## src/rtl/mp_addsub_engine.sv

```systemverilog
// mp_addsub_engine: multi-cycle, multi-precision adder/subtractor.
// Computes (in_a + in_b) or (in_a - in_b) mod 2^(WIDTH+1). It handles WORD bits per
// cycle through a registered carry, so timing does not depend on WIDTH.
// Ports:
//   clk, resetn      rising-edge clock; synchronous active-low reset
//   start            request, sampled only while idle
//   subtract         0: a+b, 1: a-b (sampled with start)
//   in_a, in_b       WIDTH-bit operands (sampled with start)
//   result           WIDTH+1-bit registered result, held until the next completion
//   done             one-cycle pulse, result valid in that cycle
//   busy             high while an operation runs or completes; start is ignored then
module mp_addsub_engine #(
    parameter int unsigned WIDTH = 513,
    parameter int unsigned WORD  = 64
) (
    input  logic             clk,
    input  logic             resetn,
    input  logic             start,
    input  logic             subtract,
    input  logic [WIDTH-1:0] in_a,
    input  logic [WIDTH-1:0] in_b,
    output logic [WIDTH:0]   result,
    output logic             done,
    output logic             busy
);

    localparam int unsigned NCHUNK = (WIDTH + WORD) / WORD;  // ceil((WIDTH+1)/WORD)
    localparam int unsigned EXT_W  = NCHUNK * WORD;
    localparam int unsigned IDX_W  = (NCHUNK > 1) ? $clog2(NCHUNK) : 1;
    localparam logic [IDX_W-1:0] LAST_IDX = IDX_W'(NCHUNK - 1);

    typedef enum logic [1:0] {
        S_IDLE,
        S_RUN,
        S_DONE
    } state_t;

    state_t state_q, state_nxt;

    logic [NCHUNK-1:0][WORD-1:0] op_a_q, op_b_q, acc_q, acc_nxt;
    logic                        sub_q;
    logic                        carry_q;
    logic [IDX_W-1:0]            idx_q;

    logic                        load_c, step_c, finish_c;
    logic                        done_nxt, busy_nxt;
    logic [WORD-1:0]             b_word_c;
    logic [WORD:0]               sum_c;

    // State register
    always_ff @(posedge clk) begin
        if (!resetn) begin
            state_q <= S_IDLE;
        end else begin
            state_q <= state_nxt;
        end
    end

    // Next-state and control decode
    always_comb begin
        state_nxt = state_q;
        load_c    = 1'b0;
        step_c    = 1'b0;
        finish_c  = 1'b0;
        done_nxt  = 1'b0;
        busy_nxt  = 1'b0;
        case (state_q)
            S_IDLE: begin
                if (start) begin
                    load_c    = 1'b1;
                    busy_nxt  = 1'b1;
                    state_nxt = S_RUN;
                end
            end
            S_RUN: begin
                step_c   = 1'b1;
                busy_nxt = 1'b1;
                if (idx_q == LAST_IDX) begin
                    finish_c  = 1'b1;
                    done_nxt  = 1'b1;
                    state_nxt = S_DONE;
                end
            end
            S_DONE: begin
                state_nxt = S_IDLE;
            end
            default: begin
                state_nxt = S_IDLE;
            end
        endcase
    end

    // One chunk of the ripple: subtraction is A + ~B + 1, the +1 entering as carry-in
    always_comb begin
        b_word_c = op_b_q[idx_q] ^ {WORD{sub_q}};
        sum_c    = (WORD+1)'(op_a_q[idx_q]) + (WORD+1)'(b_word_c) + (WORD+1)'(carry_q);
        acc_nxt  = acc_q;
        acc_nxt[idx_q] = sum_c[WORD-1:0];
    end

    // Datapath and registered outputs
    always_ff @(posedge clk) begin
        if (!resetn) begin
            op_a_q  <= '0;
            op_b_q  <= '0;
            acc_q   <= '0;
            sub_q   <= 1'b0;
            carry_q <= 1'b0;
            idx_q   <= '0;
            result  <= '0;
            done    <= 1'b0;
            busy    <= 1'b0;
        end else begin
            done <= done_nxt;
            busy <= busy_nxt;
            if (load_c) begin
                op_a_q  <= EXT_W'(in_a);
                op_b_q  <= EXT_W'(in_b);
                sub_q   <= subtract;
                carry_q <= subtract;
                idx_q   <= '0;
            end
            if (step_c) begin
                acc_q   <= acc_nxt;
                carry_q <= sum_c[WORD];
                idx_q   <= idx_q + IDX_W'(1);
            end
            // Bits above WIDTH in the last chunk are dropped here
            if (finish_c) begin
                result <= (WIDTH+1)'(acc_nxt);
            end
        end
    end

endmodule

```

## config.mk

```make
export PLATFORM = sky130hd
export DESIGN_NAME = mp_addsub_engine
export DESIGN_NICKNAME = d
export VERILOG_FILES = /design/src/rtl/mp_addsub_engine.sv
export SDC_FILE = /design/constraint.sdc
export NUM_CORES = 2
export LEC_CHECK = 0
export CELL_PAD_IN_SITES_DETAIL_PLACEMENT = 0
export CELL_PAD_IN_SITES_GLOBAL_PLACEMENT = 1
export CORE_AREA = 10 10 600 602
export DETAILED_ROUTE_END_ITERATION = 8
export DIE_AREA = 0 0 610 612
export GPL_TIMING_DRIVEN = 0
export PLACE_DENSITY_LB_ADDON = 0.1
export SLEW_MARGIN = 10
export SYNTH_ARGS = -nofsm -noshare
export SYNTH_HDL_FRONTEND = slang
export SYNTH_SLANG_ARGS = --single-unit
```

## constraint.sdc

```tcl
create_clock -name clk -period 4.7 [get_ports clk]
set_input_delay 0.94 -clock clk [delete_from_list [all_inputs] [get_ports clk]]
set_output_delay 0.94 -clock clk [all_outputs]
set_load 0.02 [all_outputs]
```

==> summary.txt <==
Detailed routing
  – Antenna Nets Post-Route: 0
  – Wirelength, routed: 593700 um
  – Routed length per instance: 34.13 um
  – Post-route DRC: 0
  – Vias per cell: 5.100
  – Router iterations before antenna repair: 7
  – Routed via count: 88720
  – Iter 0 DRT Violations: 8194

STA
  – Clk_skew: 0.08449 ns
  – Worst setup margin: -0.4700 ns
  – RSZ-0062 raised after global routing: yes
  – Fmax: 193.4 MHz
  – Slew @ Worst Pin: 1.466 ns
  – Final-report max-slew violation count: 0
  – Relative max-transition margin: 0.02256
  – Final hold slack: 0.4418 ns
  – Final hold vios: 0
  – Final setup violation count: 315
  – Post-route minimum period: 5.170 ns
  – Period utilisation layout: 1.100

Synth
  – FFs w/ async S/R, synth: 0
  – Number of enable flip-flop cells after synthesis: 0
  – Synth cell types: 80
  – Synth Warn #: 0
  – Flops & latches, synth: 2062
  – Synth area leader: dfxtp_1
  – Net Count, Synth: 11570
  – Post-synthesis average cell area: 8.117 um2
  – Mapped Cells: 10470
  – Sequential-to-total area share from yosys stat: 0.4857
  – Synth area leaders: dfxtp_1 (49%), nand2_1 (15%), a21oi_1 (10%)
  – Dominant synthesized flop cell: dfxtp_1
  – Synth top area share: 0.4857
  – Post-Syn Area: 84990 um2

Global routing
  – Vias in the first global route: 87160
  – Grt ovf: 0
  – First-pass GRT wire length: 777500 um
  – Initial antenna violation count: 204
  – Largest net degree at the start of global routing: 19
  – Total GRT Usage: 0.3005

Power and ir drop
  – Clk network pwr share: 0.422
  – Sw frac: 0.3065
  – Gate power share: 0.192
  – P_sw: 14.63 mW
  – P_int: 33.11 mW
  – P_leak: 42.41 nW
  – Pwr Density: 387.7 nW/um2
  – Flop pwr share: 0.386
  – Peak supply drop: 297.7 uV

Placement
  – Area after DPL: 107900 um2
  – IO Port Bufs: 1545
  – Dpl hpwl: 479300 um
  – RD Place Congestion: 0.9627

Flow run
  – Max cap viols: 0

Worst setup path
  – Most used cell along the critical path: buf_6
  – Req. time, crit path: 5.48 ns
  – Arrival time of the worst setup path: 5.95 ns
  – Worst reg2reg setup slack: -0.47 ns
  – Slowest stage cell on the critical path: mux4_2
  – Slowest stage delay, CP: 0.61 ns
  – Worst-path fanout max: 8
  – Worst setup path category: reg -> reg
  – Startpoint types: flop
  – Worst path cell trace: buf_12 -> buf_8 -> buf_6 -> bufbuf_16 -> mux4_2 -> mux2i_4 -> nor2_2 -> xor2_2 -> ha_4 -> nand2_2 -> or3_4 -> nand2b_4 -> a211o_4 -> a2111oi_4 -> or2_1 -> buf_6 -> buf_6 -> a31oi_4 -> xor2_4 -> buf_12 -> o21ai_1
  – Crit. End Element: flop

Floorplanning
  – DIE AREA: 373300 um2
  – Die Wd: 610 um
  – Die H: 612 um
  – Ports: 1546
  – Starting density of the core: 0.2442
  – Core Box Area: 348100 um2
  – Row Count: 217

Layout
  – Number of nets in the layout: 13610
  – Design area: 123200 um2
  – Area delta synth->final: 44.92%
  – Most common cell after layout, fill and taps aside: nand2_1
  – Layout cells sized above 1: 0.1251
  – Most frequent cells in the layout: nand2_1 (3244), dfxtp_1 (2059), a21oi_1 (1662)

CTS
  – Number of clock sinks: 2062
  – CTS Root Cell: clkbuf_16
  – H-Tree Depth: 4
  – CTS tree: built
  – Clock latency on the worst-skew pair: 0.97 ns
  – Reg clk slew, reported paths: 0.06 ns
  – CTS max path bufs: 4
  – CTS buffer count: 244

Status
  – Failing checks: negative setup slack
  – Status: finished, violations left

Min path
  – Hold WC Path Type: reg -> reg
## cells in the mapped netlist, types with 4 or more instances
cell type / instances
a211oi_1: 30
a21o_1: 25
a21oi_1: 1730
a311oi_1: 67
a31oi_1: 38
and2_1: 32
and3_1: 14
buf_1: 93
buf_2: 13
buf_6: 5
clkbuf_1: 797
dfxtp_1: 2062
ha_1: 67
inv_1: 21
mux2i_1: 145
mux4_2: 255
nand2_1: 3288
nand2b_1: 13
nand3_1: 308
nand4_1: 65
nor2_1: 600
nor2b_1: 5
nor3_1: 210
nor4_1: 4
o211ai_1: 97
o21a_1: 16
o21ai_0: 199
o21ai_1: 15
o21bai_1: 14
o311ai_0: 22
o311ai_1: 7
o31ai_1: 18
or3_1: 16
or4_1: 10
xnor2_1: 23
xor2_1: 84
## timing repair
action	in CTS	in global routing
setup endpoints to repair	1029	534
setup buffers	128	68
pin swaps	108	145
hold buffers	0	0
cloned	11	3
resized for setup	814	376
## power by group through the flow
| stage | sequential [mW] | combinational (mW) | clock (mW) |
|---|---|---|---|
| 3_3_place_gp | 18.8 | 7.14 | 0 |
| 3_5_place_dp | 18.8 | 7.81 | 0 |
| 5_1_grt | 18.5 | 9.36 | 21.0 |
| 4_1_cts | 18.4 | 8.70 | 20.4 |
| 6_report | 18.4 | 9.16 | 20.1 |
| 2_1_floorplan | 18.7 | 2.83 | 0 |
## state kept, by name (all words and copies together), names as in the netlist
register	count
acc_q	512
busy	1
carry_q	1
done	1
idx_q	4
op_a_q	513
op_b_q	513
result	514
state_q	2
sub_q	1
## area by class of cell
cell class	instances	area, um2
antenna	90	225.2
buffer	886	4407
clock buffer	368	7345
clock inverter	81	1013
fill	36610	224900
inverter	21	78.83
multi-input combinational	7477	44040
sequential	2062	41290
tap	4599	5754
timing repair buffer	1814	19020
## critical path: cells and delay by family, from the launching register on
kind	cells	cell delay, ns
buffers and inverters	7	1.11
AO/OA/AOI/OAI	4	0.98
multiplexers	2	0.90
AND/OR/NAND/NOR	5	0.87
flip-flops	1	0.36
XOR/XNOR	2	0.36
adder cells (fa/ha/maj)	1	0.32
## path summary, 6_finish.rpt
path               from          end  cells after the start
max            idx_q[0]   acc_q[122]                     21
min          acc_q[406]  result[406]                      2
max reg2reg    idx_q[0]   acc_q[122]                     21
min reg2reg  acc_q[406]  result[406]                      2
## per-layer routing
metal	routed length (um)	global-route usage
met1	229400	0.3513
met2	289500	0.5207
met3	37750	0.05825
met4	36700	0.1588
met5	453	0
## kinds of logic after synthesis
group,after synthesis,share of synthesized area
AOI/OAI and AO/OA,2324,0.1510
xor gates and xnor gates,110,0.01160
adders and majority gates,69,0.01034
buffers and inverters,931,0.04184
DFF,2062,0.4857
muxes,400,0.08465
and+or+nand+nor,4574,0.2149
## per-stage QoR
step | setup WS, ns | util | total power, mW | instances | setup TNS [ns]
after floorplan | 0.01144 | - | 21.48 | 10470 | 0
after global placement | -7.281 | 0.3052 | 25.94 | 16610 | -4441.23
after detailed placement | -4.284 | 0.3101 | 26.63 | 16680 | -2414.67
after CTS | -0.3675 | 0.3475 | 47.54 | 17250 | -62.25
after global routing | -0.4491 | 0.3536 | 48.87 | 17370 | -89.75
final | -0.4700 | 0.3538 | 47.75 | 17400 | -55.34
(Power assumes the default switching activity.)
